### src/rtl/io_bus_bridge.sv
// io_bus_bridge
//   Memory-stage bridge from the pipeline to the memory-mapped IO bus.
//   It aligns stores onto byte lanes and runs a req/ack transaction with the
//   peripheral, holding the pipeline while the transaction is open. Loads come
//   back sign- or zero-extended. Misaligned accesses are flagged at once and
//   never reach the bus.
//
//   Build option: define IO_TIMEOUT_EN to add the request timeout counter, the
//   FAULT state and the access-fault outputs. Without it, a request waits for
//   its ack indefinitely and the access-fault outputs are tied to 0.
//
//   Parameters
//     XLEN            width code: 1 = 32-bit, 2 = 64-bit (W = 1 << (XLEN+4))
//     TIMEOUT_CYCLES  REQ cycles without ack before a fault (used only with
//                     IO_TIMEOUT_EN)
//
//   Ports
//     i_clk, i_rst                  clock, synchronous active-high reset
//     i_io_en_m, i_lw_m, i_sw_m     M-stage IO hit and load/store strobes
//     i_funct3_m                    size/sign: 0 b,1 h,2 w,3 d,4 bu,5 hu,6 wu
//     i_addr_m, i_wdata_m           IO-relative offset, LSB-justified data
//     o_stall                       hold IF..M while the access is open
//     o_rdata, o_rdata_valid        extended load result and its strobe
//     o_misaligned_load/_store      combinational misalignment traps
//     o_access_fault_load/_store    one-cycle timeout traps
//     o_bus_*                       request, write flag, word address,
//                                   lane-shifted data, byte enables
//     i_bus_ack, i_bus_rdata        one-cycle completion and read data
module io_bus_bridge #(
  parameter int unsigned XLEN           = 2,
  parameter int unsigned TIMEOUT_CYCLES = 255
) (
  input  logic                          i_clk,
  input  logic                          i_rst,
  input  logic                          i_io_en_m,
  input  logic                          i_lw_m,
  input  logic                          i_sw_m,
  input  logic [2:0]                    i_funct3_m,
  input  logic [(1<<(XLEN+4))-1:0]      i_addr_m,
  input  logic [(1<<(XLEN+4))-1:0]      i_wdata_m,
  output logic                          o_stall,
  output logic [(1<<(XLEN+4))-1:0]      o_rdata,
  output logic                          o_rdata_valid,
  output logic                          o_misaligned_load,
  output logic                          o_misaligned_store,
  output logic                          o_access_fault_load,
  output logic                          o_access_fault_store,
  output logic                          o_bus_req,
  output logic                          o_bus_we,
  output logic [(1<<(XLEN+4))-1:0]      o_bus_addr,
  output logic [(1<<(XLEN+4))-1:0]      o_bus_wdata,
  output logic [(1<<(XLEN+1))-1:0]      o_bus_be,
  input  logic                          i_bus_ack,
  input  logic [(1<<(XLEN+4))-1:0]      i_bus_rdata
);

  localparam int unsigned W  = 1 << (XLEN + 4);
  localparam int unsigned B  = W / 8;
  localparam int unsigned LB = $clog2(B);

  typedef enum logic [1:0] {
    S_IDLE,
    S_REQ,
    S_DONE
`ifdef IO_TIMEOUT_EN
    , S_FAULT
`endif
  } state_t;

  // Extend a lane-aligned load from its access size; funct3[2] selects zero-extension.
  function automatic logic [W-1:0] load_ext(input logic [W-1:0] raw, input logic [2:0] f3);
    logic [W-1:0] keep;
    logic         sbit;
    case (f3[1:0])
      2'd0:    begin keep = W'(8'hFF);         sbit = raw[7];   end
      2'd1:    begin keep = W'(16'hFFFF);      sbit = raw[15];  end
      2'd2:    begin keep = W'(32'hFFFF_FFFF); sbit = raw[31];  end
      default: begin keep = '1;                sbit = raw[W-1]; end
    endcase
    return (raw & keep) | (~keep & {W{sbit & ~f3[2]}});
  endfunction

  state_t          state_q, state_d;
  logic            we_q, we_d;
  logic [2:0]      f3_q, f3_d;
  logic [LB-1:0]   k_q, k_d;
  logic [W-1:0]    addr_q, addr_d;
  logic [W-1:0]    wdata_q, wdata_d;
  logic [B-1:0]    be_q, be_d;
  logic [W-1:0]    rdata_q, rdata_d;
  logic            rdata_valid_q, rdata_valid_d;

  logic            access;
  logic            mis_addr;
  logic            bad_size;
  logic            misaligned;
  logic            start;
  logic [LB-1:0]   k_in;
  logic [B-1:0]    lane_mask;

  assign access = i_io_en_m & (i_lw_m | i_sw_m);
  assign k_in   = i_addr_m[LB-1:0];

  always_comb begin
    mis_addr  = 1'b0;
    lane_mask = '0;
    case (i_funct3_m[1:0])
      2'd0:    begin mis_addr = 1'b0;           lane_mask = B'(4'h1); end
      2'd1:    begin mis_addr = i_addr_m[0];    lane_mask = B'(4'h3); end
      2'd2:    begin mis_addr = |i_addr_m[1:0]; lane_mask = B'(4'hF); end
      default: begin mis_addr = |i_addr_m[2:0]; lane_mask = '1;       end
    endcase
  end

  // Doubleword and word-unsigned accesses do not exist on a 32-bit bus.
  assign bad_size   = (XLEN == 1) && ((i_funct3_m[1:0] == 2'd3) || (i_funct3_m == 3'd6));
  assign misaligned = mis_addr | bad_size;
  assign start      = access & ~misaligned;

  assign o_misaligned_load  = access & misaligned & i_lw_m;
  assign o_misaligned_store = access & misaligned & i_sw_m;

  // The stall rises in the detect cycle, before the FSM has left IDLE.
  assign o_stall   = ((state_q == S_IDLE) & start) | (state_q == S_REQ);
  assign o_bus_req = (state_q == S_REQ);

  assign o_bus_we      = we_q;
  assign o_bus_addr    = addr_q;
  assign o_bus_wdata   = wdata_q;
  assign o_bus_be      = be_q;
  assign o_rdata       = rdata_q;
  assign o_rdata_valid = rdata_valid_q;

`ifdef IO_TIMEOUT_EN
  logic [7:0] cnt_q, cnt_d;
  logic       flt_ld_q, flt_ld_d;
  logic       flt_st_q, flt_st_d;
  logic       timeout_hit;

  // Counter holds the number of REQ cycles already spent; the current cycle is the last allowed.
  assign timeout_hit = (({1'b0, cnt_q} + 9'd1) == 9'(TIMEOUT_CYCLES));

  assign o_access_fault_load  = flt_ld_q;
  assign o_access_fault_store = flt_st_q;
`else
  logic unused_cfg;
  assign unused_cfg = ^TIMEOUT_CYCLES;

  assign o_access_fault_load  = 1'b0;
  assign o_access_fault_store = 1'b0;
`endif

  always_comb begin
    state_d       = state_q;
    we_d          = we_q;
    f3_d          = f3_q;
    k_d           = k_q;
    addr_d        = addr_q;
    wdata_d       = wdata_q;
    be_d          = be_q;
    rdata_d       = rdata_q;
    rdata_valid_d = 1'b0;
`ifdef IO_TIMEOUT_EN
    cnt_d         = cnt_q;
    flt_ld_d      = 1'b0;
    flt_st_d      = 1'b0;
`endif
    case (state_q)
      S_IDLE: begin
        if (start) begin
          state_d = S_REQ;
          we_d    = i_sw_m;
          f3_d    = i_funct3_m;
          k_d     = k_in;
          addr_d  = {i_addr_m[W-1:LB], {LB{1'b0}}};
          wdata_d = i_wdata_m << {k_in, 3'b000};
          be_d    = lane_mask << k_in;
`ifdef IO_TIMEOUT_EN
          cnt_d   = 8'd0;
`endif
        end
      end
      S_REQ: begin
`ifdef IO_TIMEOUT_EN
        cnt_d = cnt_q + 8'd1;
`endif
        // An ack in the final allowed cycle still completes the access.
        if (i_bus_ack) begin
          state_d = S_DONE;
          if (!we_q) begin
            rdata_d       = load_ext(i_bus_rdata >> {k_q, 3'b000}, f3_q);
            rdata_valid_d = 1'b1;
          end
        end
`ifdef IO_TIMEOUT_EN
        else if (timeout_hit) begin
          state_d  = S_FAULT;
          rdata_d  = '0;
          flt_ld_d = ~we_q;
          flt_st_d = we_q;
        end
`endif
      end
      S_DONE: begin
        state_d = S_IDLE;
      end
`ifdef IO_TIMEOUT_EN
      S_FAULT: begin
        state_d = S_IDLE;
      end
`endif
      default: begin
        state_d = S_IDLE;
      end
    endcase
  end

  always_ff @(posedge i_clk) begin
    if (i_rst) begin
      state_q       <= S_IDLE;
      we_q          <= 1'b0;
      f3_q          <= 3'd0;
      k_q           <= '0;
      addr_q        <= '0;
      wdata_q       <= '0;
      be_q          <= '0;
      rdata_q       <= '0;
      rdata_valid_q <= 1'b0;
`ifdef IO_TIMEOUT_EN
      cnt_q         <= 8'd0;
      flt_ld_q      <= 1'b0;
      flt_st_q      <= 1'b0;
`endif
    end else begin
      state_q       <= state_d;
      we_q          <= we_d;
      f3_q          <= f3_d;
      k_q           <= k_d;
      addr_q        <= addr_d;
      wdata_q       <= wdata_d;
      be_q          <= be_d;
      rdata_q       <= rdata_d;
      rdata_valid_q <= rdata_valid_d;
`ifdef IO_TIMEOUT_EN
      cnt_q         <= cnt_d;
      flt_ld_q      <= flt_ld_d;
      flt_st_q      <= flt_st_d;
`endif
    end
  end

endmodule

### config.mk
export PLATFORM = sky130hd
export DESIGN_NAME = io_bus_bridge
export DESIGN_NICKNAME = d
export VERILOG_FILES = /design/src/rtl/io_bus_bridge.sv
export SDC_FILE = /design/constraint.sdc
export NUM_CORES = 1
export LEC_CHECK = 0
export BUFFER_PORTS_ARGS = -buffer_cell sky130_fd_sc_hd__buf_2
export CORE_UTILIZATION = 40
export CTS_CLUSTER_SIZE = 8
export DETAILED_ROUTE_END_ITERATION = 6
export GPL_ROUTABILITY_DRIVEN = 0
export PLACE_DENSITY = 0.76
export REMOVE_ABC_BUFFERS = 1
export SKIP_LAST_GASP = 1
export SLEW_MARGIN = 20
export SYNTH_ARGS = -nofsm -noshare
export SYNTH_HDL_FRONTEND = slang
export SYNTH_SLANG_ARGS = --single-unit
### constraint.sdc
create_clock -name i_clk -period 2.9 [get_ports i_clk]
set_input_delay 0.725 -clock i_clk [delete_from_list [all_inputs] [get_ports i_clk]]
set_output_delay 0.725 -clock i_clk [all_outputs]
set_load 0.02 [all_outputs]
* Word-level counts from Yosys, hierarchy flattened
Index checks and enable logic that the tools add are counted.
Storage, ports and cells: logic and storage cells 60, output and inout bits 208, input bits 201, register bits after elaboration 207
Cells by class: eq/ne operators 7, reductions and logical operators 9, mux-type cells 14, bitwise operators 18, shifts and indexed selects 3
Operators with widths (number):
- 64-bit two-way mux | 3
- 64-bit case mux with 3 select lines | 1
- 64-bit AND | 2
- 64-bit inverter | 1
- 64-bit OR | 1
- 64-bit by 6-bit << shifter with 64-bit output | 1
- 64-bit by 6-bit >> shifter with 64-bit output | 1
- 8-bit case mux with 3 select lines | 1
- 8-bit by 3-bit << shifter with 8-bit output | 1
- 1-bit AND | 7
- 2-bit by 1-bit == test with 1-bit output (second input constant) | 3
- 2-bit zero test | 3
- 1-bit case mux with 3 select lines | 2
- 3-bit OR reduction | 2
- 1-bit inverter | 5
- 2-bit == test (second input constant) | 2
- 1-bit two-way mux | 4
- 2-bit two-way mux | 2
- 2-bit case mux with 2 select lines | 1
- 2-bit AND reduction | 2
- 3-bit AND reduction | 1
- 2-bit by 1-bit inequality test with 1-bit output (second input constant) | 1
- 2-bit inequality test (second input constant) | 1
- 1-bit OR | 2
- 2-bit OR reduction | 1

* Longest topological paths before layout
Gate-level depths: netlist (run 1).
depth after elaboration 8, depth in mapped cells 10, mapped depth without buffers 5

* Least setup slack after synthesis (run 1)
OpenSTA, ideal clock, no wires.
path kind input port to output port, from in i_funct3_m[0], to out o_stall, cell stages on the path 9, setup slack 6 ps, required time 2175 ps, arrival time 2169 ps, cell sequence clkbuf_1 > a21oi_1 > o21ai_1 > or2_1 > clkbuf_1 > buf_2 > buf_2 > buf_2 > nand2_1
On the way: word-level cells in the longest chain between the ends 6
Ends and longest elaborated chain:
- start: declaration | RTL line 38 | input logic [2:0] i_funct3_m,
- 2-bit == test (tied with other cells) | RTL line 107 | case (i_funct3_m[1:0])
- 1-bit case mux with 3 select lines * | RTL line 107
- 1-bit inverter * | RTL line 118 | assign start = access & ~misaligned;
- 1-bit AND * | RTL line 118
- 1-bit AND * | RTL line 124 | assign o_stall = ((state_q == S_IDLE) & start) | (state_q == S_REQ);
- 1-bit OR * | RTL line 124
- end: declaration | RTL line 41 | output logic o_stall,
Mark *: on every way between the ends. The rest lies on a longest branch, timed or not.

* Worst setup path after layout (run 1)
from in i_funct3_m[0], to out o_misaligned_load
On the way: word-level cells in the longest chain between the ends 4
Ends and longest elaborated chain:
- 2-bit == test (tied with other cells) | RTL line 107
- 1-bit case mux with 3 select lines * | RTL line 107
- 1-bit AND * (2 in series) | RTL line 120 | assign o_misaligned_load = access & misaligned & i_lw_m;
- end: declaration | RTL line 44 | output logic o_misaligned_load,
Marked as above.

==> results of run 1 <==
==> layout make-up <==
type | count | area, sq um | share of cell area [%]
timing repair buffer | 438 | 2380 | 17.4
antenna | 2 | 5.00 | 0.0367
clock inverter | 1 | 8.76 | 0.0642
multi-input combinational | 892 | 5890 | 43.1
clock buffer | 34 | 787 | 5.77
sequential | 207 | 4150 | 30.4
inverter | 3 | 11.3 | 0.0825
tap | 335 | 419 | 3.07
==> cells in the final DEF (no fill, tap or decap), types with 30 or more instances in the layout <==
master                      count
sky130_fd_sc_hd__a211oi_1      52
sky130_fd_sc_hd__clkbuf_16     31
sky130_fd_sc_hd__mux2_2        62
sky130_fd_sc_hd__buf_2        400
sky130_fd_sc_hd__mux2i_1       56
sky130_fd_sc_hd__a21oi_1      139
sky130_fd_sc_hd__nor2_1       118
sky130_fd_sc_hd__dfxtp_1      205
sky130_fd_sc_hd__nand2_1      222
sky130_fd_sc_hd__buf_4         30
sky130_fd_sc_hd__mux4_2        31
==> stage by stage <==
step           hold slack, ns  setup TNS [ns]  power (mW)
3_3_place_gp            0.435               0        4.40
4_1_cts                 0.397               0        7.55
6_report                0.417               0        7.51
2_1_floorplan           0.473         -365.78        3.84
3_5_place_dp            0.443               0        4.43
5_1_grt                 0.403               0        7.79
==> critical path: cells and delay by family <==
kind	cells	cell delay (ns)
simple gates	1	0.16
buf+inv	3	0.54
compound gates	2	0.38
==> cell families after synthesis <==
family / after synthesis / share of synthesized area, %
buf+inv: 125 / 5.23
other cells: 1 / 0.0356
compound gates: 309 / 19.1
mux: 150 / 18.8
simple gates: 428 / 17.5
flops: 207 / 39.4
==> registers in the layout, summed over array words and instances (netlist names) <==
signal         cells
o_rdata           64
o_bus_we           1
o_bus_wdata       64
o_bus_addr        61
f3_q               3
state_q            2
o_bus_be           8
k_q                3
o_rdata_valid      1
==> power groups by stage <==
stage               logic [mW]  clock network, mW  registers, mW
finish                    1.35               3.12           3.04
global placement          1.31                  0           3.10
floorplan                0.588                  0           3.25
CTS                       1.34               3.17           3.04
detailed placement        1.33                  0           3.10
global route              1.46               3.28           3.06
==> routing by layer <==
metal	wire [microns]	global-route usage, %	up-vias	part of all wire [%]
li1	-	-	5046	-
met1	13700	29.8	5077	39
met2	17300	42.3	562	49
met3	3620	6.62	84	10
met4	877	8.63	4	2.5
met5	27	0	-	0.076
==> synthesized netlist by cell type, drive strengths merged, types with 2 or more instances <==
cell | count | area (sq um)
inv | 3 | 11.3
buf | 48 | 262
dfxtp | 207 | 4140
mux2 | 62 | 698
a211oi | 53 | 403
nor3b | 3 | 27.5
o2bb2ai | 5 | 43.8
a211o | 9 | 78.8
and3 | 2 | 12.5
nand2b | 5 | 31.3
nor3 | 24 | 125
nor2 | 120 | 450
or4 | 9 | 67.6
clkbuf | 74 | 278
a22o | 7 | 61.3
or3 | 22 | 138
mux4 | 31 | 698
a311oi | 2 | 17.5
o21ai | 24 | 120
a21o | 2 | 15.0
a221o | 24 | 240
a21oi | 139 | 696
mux2i | 57 | 583
nand2 | 222 | 833
a22oi | 21 | 158
or2 | 2 | 12.5
o211ai | 2 | 15.0
a2bb2oi | 3 | 26.3
o22ai | 13 | 81.3
nor2b | 13 | 81.3
==> worst min-delay path by stage <==
stage | to | from | slack, ns
after floorplan | f3_q[2] | f3_q[2] | 0.47
after global placement | o_bus_wdata[26] | o_bus_wdata[26] | 0.44
after detailed placement | o_bus_addr[39] | o_bus_addr[39] | 0.44
after CTS | o_bus_addr[21] | i_addr_m[21] | 0.40
after global routing | o_bus_addr[4] | i_addr_m[4] | 0.40
final | o_bus_addr[6] | i_addr_m[6] | 0.42
==> reports/qor.tcl, run 1 <==
set qor(netlist_area_sq_um) 10500
set qor(ctsLongestPathBuffers) 3
set qor(tightest_slew_ns) 1.10
set qor(post_cts_hold_buffer_count) 0
set qor(clock_latency_ns) 0.55
set qor(total_detailed_routing_wirelength_mm) 35.6
set qor(yosysWarnings) 0
set qor(timing.final.hold_violations) 0
set qor(worst_r2r_startpoint) {k_q[0]}
set qor(grt_max_degree) 123
set qor(clk_transition_reported_paths_ns) 0.05
set qor(placement.io_buffers) 403
set qor(post-route-period-util_pct) 87.3
set qor(core.rowCount) 59
set qor(combPwrFrac_pct) 17.9
set qor(ys_async_sr_fraction_pct) 0
set qor(final_core_utilization_pct) 52.7
set qor(post_cts_resized) 0
set qor(cts.htree.levels) 1
set qor(design.core.area_sq_um) 25900
set qor(synth_enable_flop_cells) 0
set qor(postLayoutSetupSlackWorst_ns) 0.370
set qor(die_height_microns) 164
set qor(clk_sink_count) 207
set qor(synth_sequential_area_ratio_pct) 39.4
set qor(critPathSlowestCell) {sky130_fd_sc_hd__o21ai_1}
set qor(setup_viol) 0
set qor(p_leak_nw) 5.99
set qor(initial_drc_count) 1104
set qor(skew_ns) 0.0137
set qor(startpoint) {i_funct3_m[0]}
set qor(ir_worst_vdd_v) 0.000543
set qor(cap_viol_max_count) 0
set qor(status) {finished, final reports clean}
set qor(detailedRoute.firstPassIterationCount) 6
set qor(tritoncts.num_buffers) 30
set qor(antenna_left) 0
set qor(worst_r2r_endpoint) {o_rdata[33]}
set qor(power.switching_mw) 2.12
set qor(ys_types) 52
set qor(rr_worst_depth) 5
set qor(post-place-ws_ns) 0.226
set qor(rsz0062_at_grt) {no}
set qor(synth_instances) 1220
set qor(wl_per_cell_microns) 18.6
set qor(syn-mean-instance-area_sq_um) 8.63
set qor(holdPathStages) 3
set qor(cp_max_fo) 9
set qor(die_width_microns) 164
set qor(setup.worst_path.start_class) {input pin}
set qor(worstSetupPathType) {in2out}
set qor(share_clk_of_total_power_pct) 41.5
set qor(viasPerCell) 5.63
set qor(pwr-share-seq_pct) 40.5
set qor(minimum_clock_period_after_layout_ns) 2.53
set qor(cts_tree) {built}
set qor(placed_cells_incl_taps) 1875
set qor(worstSetupEndpoint) {o_misaligned_load}
set qor(power_density_nw_per_um2) 550
set qor(worst-endpoint-arrival_ns) 1.81
set qor(design_area_sq_um) 13600
set qor(required_ns) 2.17
set qor(fill_cells) 2392
set qor(grt_first_pass_wirelength_mm) 53.3
set qor(timing.hold.worst.class) {in2reg}
set qor(crit_path_max_incr_delay_ns) 0.28
set qor(number_of_nets_in_the_final_layout) 1773
set qor(timing_max_transition_violations_final) 0
set qor(io_pins) 409
set qor(final-instance-count-excl-fill) 1912
set qor(crit_path_frequent_cell) {sky130_fd_sc_hd__buf_2}
set qor(remaining_max_slew_budget_at_the_tightest_pin_pct) 26.0
set qor(p_int_mw) 5.39
set qor(detail_route.drc_violations) 0
set qor(top_reg_cell_synth) {sky130_fd_sc_hd__dfxtp_1}
set qor(placedInstanceArea_sq_um) 12800
set qor(globalRoute.totalOverflow) 0
set qor(cp_cell_sequence) {buf_2 > a21oi_1 > o21ai_1 > buf_4 > and3_1 > buf_2}
set qor(first_global_vias) 9949
set qor(dp_hpwl_mm) 25.3
set qor(clock-root-buffer) {sky130_fd_sc_hd__clkbuf_16}
set qor(globalRouteTotalUtil_pct) 24.8
set qor(die-area_sq_um) 27000
set qor(ff2ff_setup_slack_ns) 0.59
set qor(post-cts-setup-buffer-count) 0
set qor(vias) 10800
set qor(initial_core_util_pct) 40.6
set qor(maximum_achievable_frequency_mhz) 395
set qor(antenna_found_initial) 4
set qor(critical_path_sink_type) {output pin}
set qor(area_growth_from_synthesis_to_layout_pct) 29.6
set qor(layout-drive-gt1-share_pct) 36.7
set qor(synth_seq_cells) 207
set qor(switching_share_pct) 28.3
No activity file was read; power rests on OpenSTA's default activity.
==> run 2: changes to the inputs <==
--- a/config.mk
+++ b/config.mk
@@ -6,12 +6,11 @@
 export NUM_CORES = 1
 export LEC_CHECK = 0
 export BUFFER_PORTS_ARGS = -buffer_cell sky130_fd_sc_hd__buf_2
-export CORE_UTILIZATION = 40
+export CORE_UTILIZATION = 38
 export CTS_CLUSTER_SIZE = 8
 export DETAILED_ROUTE_END_ITERATION = 6
 export GPL_ROUTABILITY_DRIVEN = 0
-export PLACE_DENSITY = 0.76
-export REMOVE_ABC_BUFFERS = 1
+export PLACE_DENSITY = 0.73
 export SKIP_LAST_GASP = 1
 export SLEW_MARGIN = 20
 export SYNTH_ARGS = -nofsm -noshare
==> constraint.sdc (replaced) <==
create_clock -name i_clk -period 2.8 [get_ports i_clk]
set_input_delay 0.7 -clock i_clk [delete_from_list [all_inputs] [get_ports i_clk]]
set_output_delay 0.7 -clock i_clk [all_outputs]
set_load 0.02 [all_outputs]
==> reports/qor.tcl, run 2 (synthesis gave the netlist of run 1 again) <==
set qor(status) {finished, final reports clean}
set qor(globalRoute.totalOverflow) 0
set qor(grt_max_degree) 129
set qor(clk_sink_count) 207
set qor(timing.final.hold_violations) 0
set qor(initial_core_util_pct) 38.9
set qor(rsz0062_at_grt) {no}
set qor(maximum_achievable_frequency_mhz) 399
set qor(cts_tree) {built}
set qor(worst-endpoint-arrival_ns) 1.81
set qor(post-cts-setup-buffer-count) 0
set qor(layout_common_cells) {401 x sky130_fd_sc_hd__buf_2, 222 x sky130_fd_sc_hd__nand2_1, 205 x sky130_fd_sc_hd__dfxtp_1, 139 x sky130_fd_sc_hd__a21oi_1, 118 x sky130_fd_sc_hd__nor2_1}
set qor(critical_path_sink_type) {output pin}
set qor(post_cts_resized) 0
set qor(power_mw) 7.59
set qor(dp_hpwl_mm) 26.3
set qor(wl_per_cell_microns) 18.8
set qor(ctsLongestPathBuffers) 3
set qor(io_pins) 409
set qor(first_global_vias) 9807
set qor(setup.worst_path.start_class) {input pin}
set qor(setup_viol) 0
set qor(tritoncts.num_buffers) 29
set qor(detailedRoute.firstPassIterationCount) 5
set qor(p_leak_nw) 5.96
set qor(globalRouteTotalUtil_pct) 24.3
set qor(grt_first_pass_wirelength_mm) 54.6
set qor(die_height_microns) 168
set qor(final_common_cell) {sky130_fd_sc_hd__buf_2}
set qor(skew_ns) 0.0203
set qor(number_of_nets_in_the_final_layout) 1771
set qor(required_ns) 2.10
set qor(vias) 10700
set qor(layout-drive-gt1-share_pct) 36.5
set qor(detail_route.drc_violations) 0
set qor(core.rowCount) 60
set qor(power_density_nw_per_um2) 560
set qor(cp_max_fo) 9
set qor(ir_worst_vdd_v) 0.000442
set qor(antenna_left) 0
set qor(clock_latency_ns) 0.54
set qor(timing.hold.worst.class) {in2reg}
set qor(clock-root-buffer) {sky130_fd_sc_hd__clkbuf_16}
set qor(timing_max_transition_violations_final) 0
set qor(tightest_slew_ns) 1.16
set qor(totalNegativeSetupSlack_ns) 0
set qor(minimum_clock_period_after_layout_ns) 2.51
set qor(total_detailed_routing_wirelength_mm) 36.1
set qor(remaining_max_slew_budget_at_the_tightest_pin_pct) 22.0
set qor(design.core.area_sq_um) 27000
set qor(cap_viol_max_count) 0
set qor(post_cts_hold_buffer_count) 0
set qor(fill_cells) 2588
set qor(die_width_microns) 168
set qor(clk_transition_reported_paths_ns) 0.05
set qor(viasPerCell) 5.57
set qor(antenna_found_initial) 5
set qor(cts.htree.levels) 1
set qor(worstSetupPathType) {in2out}
set qor(die-area_sq_um) 28400
set qor(area_growth_from_synthesis_to_layout_pct) 28.9
set qor(initial_drc_count) 746
set qor(post-route-period-util_pct) 89.5
set qor(placement.io_buffers) 403
set qor(final_core_utilization_pct) 50.2
==> run 2: metal layers <==
metal	vias to the layer above	wire length, microns	GRT usage, %
li1	5053	-	-
met1	4975	14900	31.4
met2	552	16400	38.3
met3	99	3150	5.55
met4	0	1670	11.5
met5	-	0	0
==> run 2: path summary, 6_finish.rpt <==
| kind | end | start | slack, ns | cells after the start |
|---|---|---|---|---|
| setup / recovery | o_stall | i_funct3_m[0] | 0.29 | 6 |
| hold reg to reg | o_bus_wdata[31] | o_bus_wdata[31] | 0.45 | 2 |
| hold / removal | o_bus_addr[13] | i_addr_m[13] | 0.41 | 3 |
| setup reg to reg | o_rdata[50] | k_q[0] | 0.57 | 5 |
==> run 2: worst max-delay path, cell delays in order <==
cell                      delay (ns)
sky130_fd_sc_hd__buf_2          0.21
sky130_fd_sc_hd__a21oi_1        0.11
sky130_fd_sc_hd__o21ai_1        0.35
sky130_fd_sc_hd__or2_4          0.22
sky130_fd_sc_hd__nand2_1        0.05
sky130_fd_sc_hd__buf_2          0.16
==> run 2: area by class of cell <==
| cell class | count | area, sq um | area share (%) |
|---|---|---|---|
| Multi-Input combinational cell | 892 | 5870 | 43.3 |
| Sequential cell | 207 | 4150 | 30.6 |
| Timing Repair Buffer | 437 | 2360 | 17.4 |
| Clock buffer | 31 | 733 | 5.40 |
| Tap cell | 341 | 427 | 3.14 |
| Antenna cell | 5 | 12.5 | 0.0922 |
| Inverter | 3 | 11.3 | 0.0830 |
| Clock inverter | 1 | 8.76 | 0.0645 |
==> run 2: report_power, final <==
group | internal, mW | leakage (nW) | switching (mW)
registers | 3.08 | 1.68 | 0.0764
logic | 0.572 | 3.91 | 0.851
clock network | 1.81 | 0.364 | 1.21
==> run 2: through the flow <==
stage / std cells / setup WS (ns) / hold WS, ns / area, sq um
2_1_floorplan: 1224 / 0.0496 / 0.479 / 10500
3_3_place_gp: 1880 / 0.318 / 0.436 / 12800
3_5_place_dp: 1880 / 0.146 / 0.441 / 12800
4_1_cts: 1912 / 0.290 / 0.381 / 13600
5_1_grt: 1917 / 0.175 / 0.395 / 13600
6_report: 1917 / 0.295 / 0.407 / 13600
